<file path="config.mk">
export PLATFORM = sky130hd
export DESIGN_NAME = bypass_arbiter_flat
export DESIGN_NICKNAME = d
export VERILOG_FILES = /design/src/rtl/bypass_arbiter_if.sv /design/src/rtl/bypass_arbiter.sv /design/src/flat_wrapper.sv
export SDC_FILE = /design/constraint.sdc
export NUM_CORES = 1
export LEC_CHECK = 0
export ABC_AREA = 1
export CAP_MARGIN = 0
export CORE_AREA = 2 2 277 279
export CTS_CLUSTER_DIAMETER = 100
export DETAILED_ROUTE_END_ITERATION = 12
export DIE_AREA = 0 0 279 281
export PLACE_DENSITY = 0.45
export SYNTH_ARGS = -nofsm -noshare
export SYNTH_HDL_FRONTEND = slang
export SYNTH_SLANG_ARGS = --single-unit
export TNS_END_PERCENT = 10
</file>
<file path="constraint.sdc">
create_clock -name clk_i -period 6.4 [get_ports clk_i]
set_input_delay 0.64 -clock clk_i [delete_from_list [all_inputs] [get_ports clk_i]]
set_output_delay 0.64 -clock clk_i [all_outputs]
set_load 0.05 [all_outputs]
</file>
<file path="src/rtl/bypass_arbiter_if.sv">
// Requester-side and memory-side signals of the bypass arbiter.
// The master modport is the arbiter; the slave modport is its environment.
interface bypass_arbiter_if #(
  parameter int unsigned NUM_REQ  = 3,
  parameter int unsigned ID_WIDTH = 4
);
  logic [NUM_REQ-1:0]    req_i;
  logic [NUM_REQ-1:0]    we_i;
  logic [NUM_REQ*64-1:0] addr_i;
  logic [NUM_REQ*64-1:0] wdata_i;
  logic [NUM_REQ*8-1:0]  be_i;
  logic [NUM_REQ*2-1:0]  size_i;
  logic [NUM_REQ-1:0]    gnt_o;
  logic [NUM_REQ-1:0]    valid_o;
  logic [63:0]           rdata_o;
  logic                  mem_req_o;
  logic [ID_WIDTH-1:0]   mem_id_o;
  logic [63:0]           mem_addr_o;
  logic [63:0]           mem_wdata_o;
  logic                  mem_we_o;
  logic [7:0]            mem_be_o;
  logic [1:0]            mem_size_o;
  logic                  mem_gnt_i;
  logic                  mem_valid_i;
  logic [63:0]           mem_rdata_i;
  logic                  busy_o;
  logic                  err_o;

  modport master (
    input  req_i, we_i, addr_i, wdata_i, be_i, size_i,
    input  mem_gnt_i, mem_valid_i, mem_rdata_i,
    output gnt_o, valid_o, rdata_o,
    output mem_req_o, mem_id_o, mem_addr_o, mem_wdata_o, mem_we_o, mem_be_o, mem_size_o,
    output busy_o, err_o
  );

  modport slave (
    output req_i, we_i, addr_i, wdata_i, be_i, size_i,
    output mem_gnt_i, mem_valid_i, mem_rdata_i,
    input  gnt_o, valid_o, rdata_o,
    input  mem_req_o, mem_id_o, mem_addr_o, mem_wdata_o, mem_we_o, mem_be_o, mem_size_o,
    input  busy_o, err_o
  );
endinterface

</file>
<file path="src/rtl/bypass_arbiter.sv">
// Round-robin arbiter sharing the uncached bypass memory port between NUM_REQ
// requesters, with a single transaction outstanding at a time.
module bypass_arbiter #(
  parameter int unsigned NUM_REQ  = 3,
  parameter int unsigned ID_WIDTH = 4
) (
  input  logic             clk_i,
  input  logic             rst_i,
  bypass_arbiter_if.master bus
);
  localparam int unsigned IDX_W = (NUM_REQ > 1) ? $clog2(NUM_REQ) : 1;

  typedef enum logic [1:0] {IDLE, SEND, WAIT} state_e;

  state_e            state_q, state_d;
  logic [IDX_W-1:0]  ptr_q, idx_q, win_idx;
  logic              win_found;
  int unsigned       cand;
  logic              capture, err_set;
  logic [NUM_REQ-1:0] gnt, valid;
  logic [63:0]       rdata;

  logic [63:0]       addr_q, wdata_q;
  logic              we_q;
  logic [7:0]        be_q;
  logic [1:0]        size_q;
  logic              err_q;
  logic              active;

  logic [63:0]       addr_a  [NUM_REQ];
  logic [63:0]       wdata_a [NUM_REQ];
  logic [7:0]        be_a    [NUM_REQ];
  logic [1:0]        size_a  [NUM_REQ];

  for (genvar g = 0; g < NUM_REQ; g++) begin : g_unpack
    assign addr_a[g]  = bus.addr_i[64*g +: 64];
    assign wdata_a[g] = bus.wdata_i[64*g +: 64];
    assign be_a[g]    = bus.be_i[8*g +: 8];
    assign size_a[g]  = bus.size_i[2*g +: 2];
  end

  // First requester at or after the pointer, wrapping at NUM_REQ-1.
  always_comb begin
    win_found = 1'b0;
    win_idx   = '0;
    cand      = 0;
    for (int unsigned i = 0; i < NUM_REQ; i++) begin
      cand = (32'(ptr_q) + i) % NUM_REQ;
      if (!win_found && bus.req_i[IDX_W'(cand)]) begin
        win_found = 1'b1;
        win_idx   = IDX_W'(cand);
      end
    end
  end

  always_ff @(posedge clk_i) begin
    if (rst_i) state_q <= IDLE;
    else       state_q <= state_d;
  end

  always_comb begin
    state_d = state_q;
    gnt     = '0;
    valid   = '0;
    rdata   = '0;
    capture = 1'b0;
    err_set = 1'b0;
    case (state_q)
      IDLE: begin
        if (win_found) begin
          gnt[win_idx] = 1'b1;
          capture      = 1'b1;
          state_d      = SEND;
        end
        if (bus.mem_valid_i) err_set = 1'b1;
      end
      SEND: begin
        if (bus.mem_gnt_i) begin
          if (bus.mem_valid_i) begin
            valid[idx_q] = 1'b1;
            rdata        = bus.mem_rdata_i;
            state_d      = IDLE;
          end else begin
            state_d = WAIT;
          end
        end else if (bus.mem_valid_i) begin
          err_set = 1'b1;
        end
      end
      WAIT: begin
        if (bus.mem_valid_i) begin
          valid[idx_q] = 1'b1;
          rdata        = bus.mem_rdata_i;
          state_d      = IDLE;
        end
      end
      default: state_d = IDLE;
    endcase
  end

  // Captured request fields, pointer and sticky error.
  always_ff @(posedge clk_i) begin
    if (rst_i) begin
      ptr_q   <= '0;
      idx_q   <= '0;
      addr_q  <= '0;
      wdata_q <= '0;
      we_q    <= 1'b0;
      be_q    <= '0;
      size_q  <= '0;
      err_q   <= 1'b0;
    end else begin
      if (capture) begin
        idx_q   <= win_idx;
        addr_q  <= addr_a[win_idx];
        wdata_q <= wdata_a[win_idx];
        we_q    <= bus.we_i[win_idx];
        be_q    <= be_a[win_idx];
        size_q  <= size_a[win_idx];
        ptr_q   <= (win_idx == IDX_W'(NUM_REQ - 1)) ? '0 : win_idx + IDX_W'(1);
      end
      if (err_set) err_q <= 1'b1;
    end
  end

  assign active = (state_q != IDLE);

  // Grants and responses are suppressed while reset is asserted.
  assign bus.gnt_o       = rst_i ? '0 : gnt;
  assign bus.valid_o     = rst_i ? '0 : valid;
  assign bus.rdata_o     = rst_i ? '0 : rdata;
  assign bus.mem_req_o   = (state_q == SEND);
  assign bus.mem_id_o    = active ? ID_WIDTH'(idx_q) : '0;
  assign bus.mem_addr_o  = active ? addr_q  : '0;
  assign bus.mem_wdata_o = active ? wdata_q : '0;
  assign bus.mem_we_o    = active & we_q;
  assign bus.mem_be_o    = active ? be_q    : '0;
  assign bus.mem_size_o  = active ? size_q  : '0;
  assign bus.busy_o      = active;
  assign bus.err_o       = err_q;
endmodule

</file>
<file path="src/flat_wrapper.sv">
// flat-port wrapper written by rule: the top's interface ports become plain ports
module bypass_arbiter_flat 
#(
  parameter int unsigned NUM_REQ  = 3,
  parameter int unsigned ID_WIDTH = 4
)
  (clk_i, rst_i, bus_req_i, bus_we_i, bus_addr_i, bus_wdata_i, bus_be_i, bus_size_i, bus_mem_gnt_i, bus_mem_valid_i, bus_mem_rdata_i, bus_gnt_o, bus_valid_o, bus_rdata_o, bus_mem_req_o, bus_mem_id_o, bus_mem_addr_o, bus_mem_wdata_o, bus_mem_we_o, bus_mem_be_o, bus_mem_size_o, bus_busy_o, bus_err_o);
  bypass_arbiter_if #(.NUM_REQ(NUM_REQ), .ID_WIDTH(ID_WIDTH)) bus_i ();
  input  logic clk_i;
  input  logic rst_i;
  input wire logic [$bits(bus_i.req_i)-1:0] bus_req_i;
  input wire logic [$bits(bus_i.we_i)-1:0] bus_we_i;
  input wire logic [$bits(bus_i.addr_i)-1:0] bus_addr_i;
  input wire logic [$bits(bus_i.wdata_i)-1:0] bus_wdata_i;
  input wire logic [$bits(bus_i.be_i)-1:0] bus_be_i;
  input wire logic [$bits(bus_i.size_i)-1:0] bus_size_i;
  input wire logic [$bits(bus_i.mem_gnt_i)-1:0] bus_mem_gnt_i;
  input wire logic [$bits(bus_i.mem_valid_i)-1:0] bus_mem_valid_i;
  input wire logic [$bits(bus_i.mem_rdata_i)-1:0] bus_mem_rdata_i;
  output wire logic [$bits(bus_i.gnt_o)-1:0] bus_gnt_o;
  output wire logic [$bits(bus_i.valid_o)-1:0] bus_valid_o;
  output wire logic [$bits(bus_i.rdata_o)-1:0] bus_rdata_o;
  output wire logic [$bits(bus_i.mem_req_o)-1:0] bus_mem_req_o;
  output wire logic [$bits(bus_i.mem_id_o)-1:0] bus_mem_id_o;
  output wire logic [$bits(bus_i.mem_addr_o)-1:0] bus_mem_addr_o;
  output wire logic [$bits(bus_i.mem_wdata_o)-1:0] bus_mem_wdata_o;
  output wire logic [$bits(bus_i.mem_we_o)-1:0] bus_mem_we_o;
  output wire logic [$bits(bus_i.mem_be_o)-1:0] bus_mem_be_o;
  output wire logic [$bits(bus_i.mem_size_o)-1:0] bus_mem_size_o;
  output wire logic [$bits(bus_i.busy_o)-1:0] bus_busy_o;
  output wire logic [$bits(bus_i.err_o)-1:0] bus_err_o;
  assign bus_i.req_i = bus_req_i;
  assign bus_i.we_i = bus_we_i;
  assign bus_i.addr_i = bus_addr_i;
  assign bus_i.wdata_i = bus_wdata_i;
  assign bus_i.be_i = bus_be_i;
  assign bus_i.size_i = bus_size_i;
  assign bus_i.mem_gnt_i = bus_mem_gnt_i;
  assign bus_i.mem_valid_i = bus_mem_valid_i;
  assign bus_i.mem_rdata_i = bus_mem_rdata_i;
  assign bus_gnt_o = bus_i.gnt_o;
  assign bus_valid_o = bus_i.valid_o;
  assign bus_rdata_o = bus_i.rdata_o;
  assign bus_mem_req_o = bus_i.mem_req_o;
  assign bus_mem_id_o = bus_i.mem_id_o;
  assign bus_mem_addr_o = bus_i.mem_addr_o;
  assign bus_mem_wdata_o = bus_i.mem_wdata_o;
  assign bus_mem_we_o = bus_i.mem_we_o;
  assign bus_mem_be_o = bus_i.mem_be_o;
  assign bus_mem_size_o = bus_i.mem_size_o;
  assign bus_busy_o = bus_i.busy_o;
  assign bus_err_o = bus_i.err_o;
  bypass_arbiter #(.NUM_REQ(NUM_REQ), .ID_WIDTH(ID_WIDTH)) u_core (.clk_i(clk_i), .rst_i(rst_i), .bus(bus_i));
endmodule
</file>
## Yosys cells after proc, flatten, opt, wreduce, memory -nomap -nowiden

Index checks and enable logic that the tools add are counted.

- $lt $le $gt $ge: 8
- Reduce and logical (&&, ||, !) cells: 9
- Multiplexer cells: 57
- Bitwise logic cells: 2
- Add/sub/neg operators: 3
- Div/mod/pow operators: 3
- Eq/ne operators: 6

Operators with widths:

| kind | number |
|---|---|
| $mux W64 | 9 |
| $bmux W64 S2 | 2 |
| $pmux W64 S2 | 1 |
| $mod A32 B2 Y32 const B | 2 |
| $mod A2 B2 Y32 const B | 1 |
| $mux W2 | 12 |
| $mux W8 | 3 |
| $mux W3 | 6 |
| $bmux W8 S2 | 1 |
| $lt A2 B3 Y1 const B | 5 |
| $mux W1 | 13 |
| $bmux W1 S2 | 4 |
| $pmux W2 S3 | 1 |
| $pmux W3 S2 | 1 |
| $bmux W2 S2 | 1 |
| $demux W1 S2 | 2 |
| $eq A2 B2 Y1 const B | 2 |
| $ge A2 B1 Y1 const B | 2 |
| $logic_and A1 B1 Y1 | 4 |
| $ne A2 B2 Y1 const B | 2 |
| $add A2 B1 Y3 const B | 1 |
| $add A2 B2 Y3 const B | 1 |
| $ge A3 B3 Y1 const B | 1 |
| $not A2 Y3 | 1 |
| 9 further kinds | 10 |

- Output and inout bits: 216
- Bits of input ports: 488
- Flip-flop bits (word level): 146
- Logic and storage cells: 97

## Depth between registers and ports, before layout

Gate-level depths: netlist (run 1).

- Depth in word-level cells: 17
- Mapped depth: 16
- Mapped depth without buffers: 15

## Worst setup path before layout (run 1)

No wires, ideal clock.

- Kind: input -> output
- Start point: in rst_i
- End point: out bus_valid_o[0]
- Path buffers: 2
- Arrival time: 2.751 ns
- Slack: 3.009 ns
- Data required time: 5.760 ns
- Cell stages on the path: 5
- Cell sequence: clkbuf_1 -> inv_2 -> nand3_1 -> clkbuf_1 -> nor4_1

- Longest elaborated chain between the ends: 1

Ends and longest elaborated chain:

| what | RTL line | text |
|---|---|---|
| start, declared | flat_wrapper.sv:10 | `input logic rst_i;` |
| $mux W3 | bypass_arbiter.sv:130 | `assign bus.valid_o = rst_i ? '0 : valid;` |
| end, declared | flat_wrapper.sv:21 | `output wire logic [$bits(bus_i.valid_o)-1:0] bus_valid_o;` |

Every way passes these cells.

## Final worst setup path (run 1)

- Start point: reg u_core.ptr_q[0]
- End point: out bus_gnt_o[1]

- Longest elaborated chain between the ends: 17
- Elaborated cells on any way between the ends: 29
- Those cells by class: add/sub (2); div (3); order compare (2); mux (17); reduce/logical (5)

Ends and longest elaborated chain:

| what | RTL line | text |
|---|---|---|
| start, declared | bypass_arbiter.sv:16 | `logic [IDX_W-1:0] ptr_q, idx_q, win_idx;` |
| start signal, assigned | bypass_arbiter.sv:120 | `ptr_q <= (win_idx == IDX_W'(NUM_REQ - 1)) ? '0 : win_idx + IDX_W'(1);` |
| parallel branches: the longest is 14 deep, another holds $mod A32 B2 Y32 | n/a |  |
| $mux W3 * | bypass_arbiter.sv:70 | `if (win_found) begin` |
| $mux W3 * | bypass_arbiter.sv:68 | `case (state_q)` |
| $mux W3 * | bypass_arbiter.sv:129 | `assign bus.gnt_o = rst_i ? '0 : gnt;` |
| end, declared | flat_wrapper.sv:20 | `output wire logic [$bits(bus_i.gnt_o)-1:0] bus_gnt_o;` |

Mark *: on every way between the ends. The select of a mux whose other input is x is not followed.

==> reports/qor.yml, run 1 <==
status:
  status: "finished, final reports clean"
worst_setup_path:
  reg2reg_from: "u_core.ptr_q[0]$_SDFFE_PP0P_"
  arrival_ns: 3.69
  endpoint_kind: "output port"
  path_buf_inv: 4
  crit_slowest_cell: "clkdlybuf4s50_1"
  reg2reg_slack_ns: 2.91
  cp.required_ns: 5.76
  reg2reg_to: "u_core.be_q[3]$_SDFFE_PP0P_"
  crit_family: "buffers and inverters"
  cp_max_fo: 36
  worstSetupPathType: "flip-flop to output port"
  setup.worst_path.start: "u_core.ptr_q[0]$_SDFFE_PP0P_"
  slowest_delay_ns: 0.81
  worstPathCellList: "inv_1 -> ha_1 -> inv_1 -> nand3_1 -> nand2_1 -> nand4_1 -> nand2_8 -> nor2_4 -> buf_4 -> nand2_1 -> nor2_1 -> clkdlybuf4s50_1"
  rr_worst_depth: 14
  cp-start-kind: "flip-flop"
timing:
  tns_ns: 0
  finalSetupViolCount: 0
  hold_viol_final: 0
  slew_violations: 0
  fmaxAchievable_ghz: 0.2309
  min_period_over_period_pct: 67.67
  whs_ns: 0.4893
  tightestPinTransition_ns: 0.9414
  period_minus_slack_ns: 4.331
  rsz0062_at_grt: "false"
  layout_setup_ws_ns: 2.069
  relSlewSlack_pct: 37.24
  clock_skew_ns: 0.01339
synthesis:
  synth_edf_count: 0
  synth_seq_cells: 146
  synth_area_um2: 10940
  syn_avg_cell_area_um2: 5.800
  ys_types: 30
  synth_area_leaders: "dfxtp_1 (27%), nand2_1 (15%), inv_1 (11%), nand3_1 (11%), a21oi_1 (8.7%)"
  ys_warn_count: 0
  ys_async_sr_fraction_pct: 0
  yosysTopAreaCell: "dfxtp_1"
  postSynthCellCount: 1887
  synth_flop_cell: "dfxtp_1"
  yosysTopAreaCellShare_pct: 26.71
  ys_seq_area_share_pct: 26.71
worst_hold_path:
  hold_depth: 2
  hold_end: "u_core.bus.err_o$_SDFFE_PP0P_"
  worstHoldPathType: "flip-flop to flip-flop"
  hold_start: "u_core.bus.err_o$_SDFFE_PP0P_"
layout:
  layout-drive-gt1-share_pct: 2.894
  final_area_um2: 19330
  nNetsFinal: 2970
  area_delta_synth_final_pct: 76.60
drt:
  dr.pass1.iters: 5
  wl_per_cell_um: 17.88
  vias: 13940
  drtIter0Drc: 485
  antenna_left: 0
  drt-total-wl_um: 62020
  vias_per_cell: 4.018
  drcViolationCount: 0
floorplan:
  rows: 101
  start_util_pct: 14.51
  dieArea_um2: 78400
  die_y_um: 281
  fp.coreArea_um2: 75440
  die_w_um: 279
  boundaryPins: 704
run:
  cap_violations: 0
pwr:
  ir_worst_vdd_mv: 0.3203
  pwr_density_cell_nw_per_um2: 454.3
  leakage_nw: 7.958
clock_network:
  cts.sinks: 146
  cts_buffer_depth: 2
  cts_setup_buffers: 0
  cts-resized-gates: 0
  cts_tree: "built"
  cts_max_level: 4
  clock_latency_ns: 0.48
  cts_made_buffers: 17
  cts-root-buf: "clkbuf_16"
  hold_buffers: 0
  clk_pin_slew_worst_paths_ns: 0.07
global_routing:
  grt.total_usage_pct: 15.32
  antenna_found_initial: 4
  grt_overflow_total: 0
  grt_pass1_wl_um: 89840
  grt_max_degree: 136
  grt_pass1_vias: 13740
placement:
  portBuffers: 701
  dp_hpwl_um: 46290
  gp_congestion: 0.7797
  place_area_um2: 18680
  place_ws_ns: 2.205
[state kept, by name, indices dropped and copies added (netlist names)]
name and count:
u_core.ptr_q 2, u_core.we_q 1, u_core.state_q 2, u_core.addr_q 64
u_core.size_q 2, u_core.idx_q 2, u_core.be_q 8, u_core.wdata_q 64
u_core.bus.err_o 1
[placed cells by master, fill, tap and decap left out, drive strengths merged, types with 2 or more instances in the layout]
master and count:
nor4 3, nand2 441, nand4 2, buf 22, clkinv 5, nand3 239, clkdlybuf4s50 699, nor2 149
nand3b 89, a21oi 192, diode 3, clkinvlp 3, clkbuf 20, bufinv 4, nor3b 64, conb 2
ha 7, dfxtp 146, o21ai 55, inv 340
[how the worst max path moves through the flow]
stage                      to  cells past startpoint
6_report         bus_gnt_o[1]                     12
5_1_grt          bus_gnt_o[1]                     12
4_1_cts          bus_gnt_o[1]                     12
3_5_place_dp     bus_gnt_o[1]                     11
3_3_place_gp     bus_gnt_o[1]                     11
2_1_floorplan  bus_valid_o[0]                      5
[worst reg2reg max path: cells and delay by family, from the launching register on]
kind | cells | cell delay (ns)
fa+ha+maj | 1 | 0.38
simple gates | 8 | 1.41
buf+inv | 5 | 1.28
flops | 1 | 0.35
[cell usage after synthesis (2+ instances only)]
cell      number
buf_6         10
buf_1          7
nor4_1         3
nand2_2        5
nor3b_1       64
nand2_1      436
clkbuf_1      78
ha_1           7
inv_1        335
nand3_1      237
o21ai_0       55
inv_2          4
nand3_2        2
nor2_1       149
a21oi_1      191
buf_4          9
buf_2         49
dfxtp_1      146
nand3b_1      89
[metrics by stage]
stage / power [mW] / util [%] / cells
after floorplan: 5.711 / - / 1888
after global placement: 7.797 / 24.77 / 3434
after detailed placement: 7.785 / 24.77 / 3434
after CTS: 9.005 / 25.61 / 3466
after global routing: 9.585 / 25.61 / 3468
final: 8.781 / 25.62 / 3469
[power by group]
part | total (mW) | switching [mW] | internal [mW]
combinational | 6.23 | 4.36 | 1.87
clock | 1.15 | 0.477 | 0.674
sequential | 1.40 | 0.158 | 1.24
total | 8.78 | 5.00 | 3.78
[final cells by class]
type	count	area (µm²)
Antenna cell	3	7.507
Clock buffer	20	456.7
Clock inverter	12	178.9
Fill cell	8572	56120
Inverter	340	1279
Multi-Input combinational cell	1249	6085
Sequential cell	146	2923
Tap cell	978	1224
Timing Repair Buffer	721	7174
[metal layers]
metal  up-vias  wire length (µm)  track usage, %  part of all wire [%]
met5         -                30               0                 0.048
met4         4              1838           5.804                   3.0
met3        63              4290           4.231                   6.9
met2       457             31600           28.12                    51
met1      6381             24260           16.66                    39
li1       7035                 -               -                     -
[logic make-up (layout without fill, tap and decap cells)]
family	after synthesis	in the layout	synth area share, %
compound gates	251	251	11.68
fa+ha+maj	7	7	0.8002
other cells	1	5	0.03426
simple gates	989	989	42.31
flops	146	146	26.71
buf+inv	493	1093	18.46
(Power assumes the default switching activity.)
==> run 2: changes to the inputs <==
--- a/config.mk
+++ b/config.mk
@@ -7,11 +7,11 @@
 export LEC_CHECK = 0
 export ABC_AREA = 1
 export CAP_MARGIN = 0
-export CORE_AREA = 2 2 277 279
+export CORE_AREA = 2 2 275 277
 export CTS_CLUSTER_DIAMETER = 100
 export DETAILED_ROUTE_END_ITERATION = 12
-export DIE_AREA = 0 0 279 281
-export PLACE_DENSITY = 0.45
+export DIE_AREA = 0 0 277 279
+export PLACE_DENSITY = 0.47
 export SYNTH_ARGS = -nofsm -noshare
 export SYNTH_HDL_FRONTEND = slang
 export SYNTH_SLANG_ARGS = --single-unit
==> constraint.sdc (replaced) <==
create_clock -name clk_i -period 3.5 [get_ports clk_i]
set_input_delay 0.35 -clock clk_i [delete_from_list [all_inputs] [get_ports clk_i]]
set_output_delay 0.35 -clock clk_i [all_outputs]
set_load 0.05 [all_outputs]
==> run 2 against run 1 <==
Wire length fell by 1.8%. Non-clock buffer count rose by 14. Sequential power rose by 81%. Clock power rose by 72%. Combinational power rose by 93%. Sequential cell count did not move. Clock skew rose by 0.0069 ns. Critical endpoint is now bus_gnt_o[2]. Largest power group unchanged.
==> reports/qor.yml, run 2 (synthesis gave the netlist of run 1 again) <==
clock_network:
  cts_made_buffers: 17  # unchanged
  cts_tree: "built"  # unchanged
  cts.sinks: 146  # unchanged
  clock_latency_ns: 0.49  # was 0.48 ns
  cts-root-buf: "clkbuf_16"  # unchanged
  hold_buffers: 0  # unchanged
  cts_buffer_depth: 2  # unchanged
  cts_setup_buffers: 0  # unchanged
  cts-resized-gates: 0  # unchanged
  clk_pin_slew_worst_paths_ns: 0.08  # was 0.07 ns
  cts_max_level: 4  # unchanged
worst_setup_path:
  reg2reg_from: "u_core.ptr_q[0]$_SDFFE_PP0P_"  # unchanged
  arrival_ns: 2.91  # was 3.69 ns
  cp_max_fo: 18  # was 36
  reg2reg_to: "u_core.be_q[0]$_SDFFE_PP0P_"  # was u_core.be_q[3]$_SDFFE_PP0P_
  crit_path_end: "bus_gnt_o[2]"  # was bus_gnt_o[1]
  reg2reg_slack_ns: 0.78  # was 2.91 ns
  endpoint_kind: "output port"  # unchanged
  rr_worst_depth: 12  # was 14
  setup.worst_path.start: "u_core.ptr_q[0]$_SDFFE_PP0P_"  # unchanged
  worstSetupPathType: "flip-flop to output port"  # unchanged
  cp.required_ns: 3.15  # was 5.76 ns
  cp-start-kind: "flip-flop"  # unchanged
timing:
  tns_ns: 0  # unchanged
  fmaxAchievable_ghz: 0.3067
  clock_skew_ns: 0.02029  # was 0.01339 ns
  tightestPinTransition_ns: 0.8465  # was 0.9414 ns
  period_minus_slack_ns: 3.260
  relSlewSlack_pct: 43.57  # was 37.24%
  hold_viol_final: 0  # unchanged
  rsz0062_at_grt: "false"  # unchanged
  min_period_over_period_pct: 93.14
  slew_violations: 0  # unchanged
  finalSetupViolCount: 0  # unchanged
floorplan:
  dieArea_um2: 77280  # was 78,400 µm²
  fp.coreArea_um2: 74070  # was 75,440 µm²
  die_w_um: 277  # was 279 µm
  start_util_pct: 14.78  # was 14.51%
  die_y_um: 279  # was 281 µm
  rows: 100  # was 101
  boundaryPins: 704  # unchanged
worst_hold_path:
  worstHoldPathType: "flip-flop to flip-flop"  # unchanged
  hold_start: "u_core.bus.err_o$_SDFFE_PP0P_"  # unchanged
global_routing:
  grt_pass1_wl_um: 89640  # was 89,840 µm
  grt_overflow_total: 0  # unchanged
  grt_max_degree: 100  # was 136
  grt.total_usage_pct: 15.30  # was 15.32%
  antenna_found_initial: 4  # unchanged
  grt_pass1_vias: 13830  # was 13,740
layout:
  reg.largest.list: "u_core.addr_q x64, u_core.wdata_q x64, u_core.be_q x8"  # unchanged
  area_delta_synth_final_pct: 84.76  # was 76.60%
  final_area_um2: 20220  # was 19,330 µm²
  nNetsFinal: 2984  # was 2,970
  final_cell_mix: "clkdlybuf4s50_1 (630), nand2_1 (435), inv_1 (335)"  # was clkdlybuf4s50_1 (699), nand2_1 (435), inv_1 (335)
  layout-drive-gt1-share_pct: 6.158  # was 2.894%
  final_common_cell: "clkdlybuf4s50_1"  # unchanged
pwr:
  leakage_nw: 8.387  # was 7.958 nW
  ir_worst_vdd_mv: 0.7857  # was 0.3203 mV
  pwr_density_cell_nw_per_um2: 816.5  # was 454.3 nW/µm²
drt:
  antenna_left: 0  # unchanged
  drcViolationCount: 0  # unchanged
  vias_per_cell: 4.030  # was 4.018
  dr.pass1.iters: 5  # unchanged
  drt-total-wl_um: 60920  # was 62,020 µm
  drtIter0Drc: 572  # was 485
  wl_per_cell_um: 17.55  # was 17.88 µm
  vias: 13990  # was 13,940
placement:
  portBuffers: 701  # unchanged
  dp_hpwl_um: 45190  # was 46,290 µm
  gp_congestion: 0.8228  # was 0.7797
  place_area_um2: 19620  # was 18,680 µm²
status:
  status: "finished, final reports clean"  # unchanged
run:
  cap_violations: 0  # unchanged
==> run 2: report_power, final <==
part / internal [mW] / switching [mW]
clock: 1.07 / 0.918
combinational: 3.90 / 8.09
sequential: 2.27 / 0.268
total: 7.24 / 9.27
==> run 2: worst min path at each step <==
stage,depth (start not counted),to,slack (ns)
after detailed placement,2,u_core.bus.err_o$_SDFFE_PP0P_,0.48
after global placement,2,u_core.bus.err_o$_SDFFE_PP0P_,0.46
after global routing,5,u_core.addr_q[20]$_SDFFE_PP0P_,0.51
final,2,u_core.bus.err_o$_SDFFE_PP0P_,0.49
after CTS,5,u_core.wdata_q[8]$_SDFFE_PP0P_,0.47
after floorplan,2,u_core.state_q[1]$_SDFFE_PP0P_,0.47
==> run 2: worst max-delay path, cell delays in order, from the launching register on <==
cell and delay (ns):
dfxtp_1 0.36, inv_1 0.08, ha_1 0.37, inv_1 0.15, nand3_1 0.10, nand2_1 0.16
nand4_1 0.25, nand2_8 0.25, clkinv_1 0.16, nor3_1 0.33, buf_12 0.20
==> run 2: layout make-up <==
| cell class | count | area [µm²] |
|---|---|---|
| repair buffers | 735 | 8145 |
| clock buffers | 19 | 442.9 |
| fillers | 8324 | 53850 |
| multi-input cells | 1249 | 6085 |
| clock inverters | 12 | 131.4 |
| diodes | 1 | 2.502 |
| well taps | 969 | 1212 |
| inverters | 340 | 1279 |
| flip-flops and latches | 146 | 2923 |
==> run 2: per-layer routing <==
metal  track usage (%)  wire [µm]
met1             17.30      24610
met4             5.295       1513
met3             4.284       4014
met5                 0         24
met2             27.44      30760
==> run 2: metrics by stage <==
stage	power (mW)	util [%]	instances	setup WS, ns	hold WS [ns]
6_report	16.51	27.30	3471	0.2399	0.4864
5_1_grt	17.95	27.30	3471	0.01593	0.5051
4_1_cts	16.78	27.27	3467	0.1029	0.4719
3_5_place_dp	14.70	26.49	3436	0.6703	0.4804
3_3_place_gp	14.69	26.49	3436	0.7413	0.4629
2_1_floorplan	10.44	-	1888	0.4157	0.4740
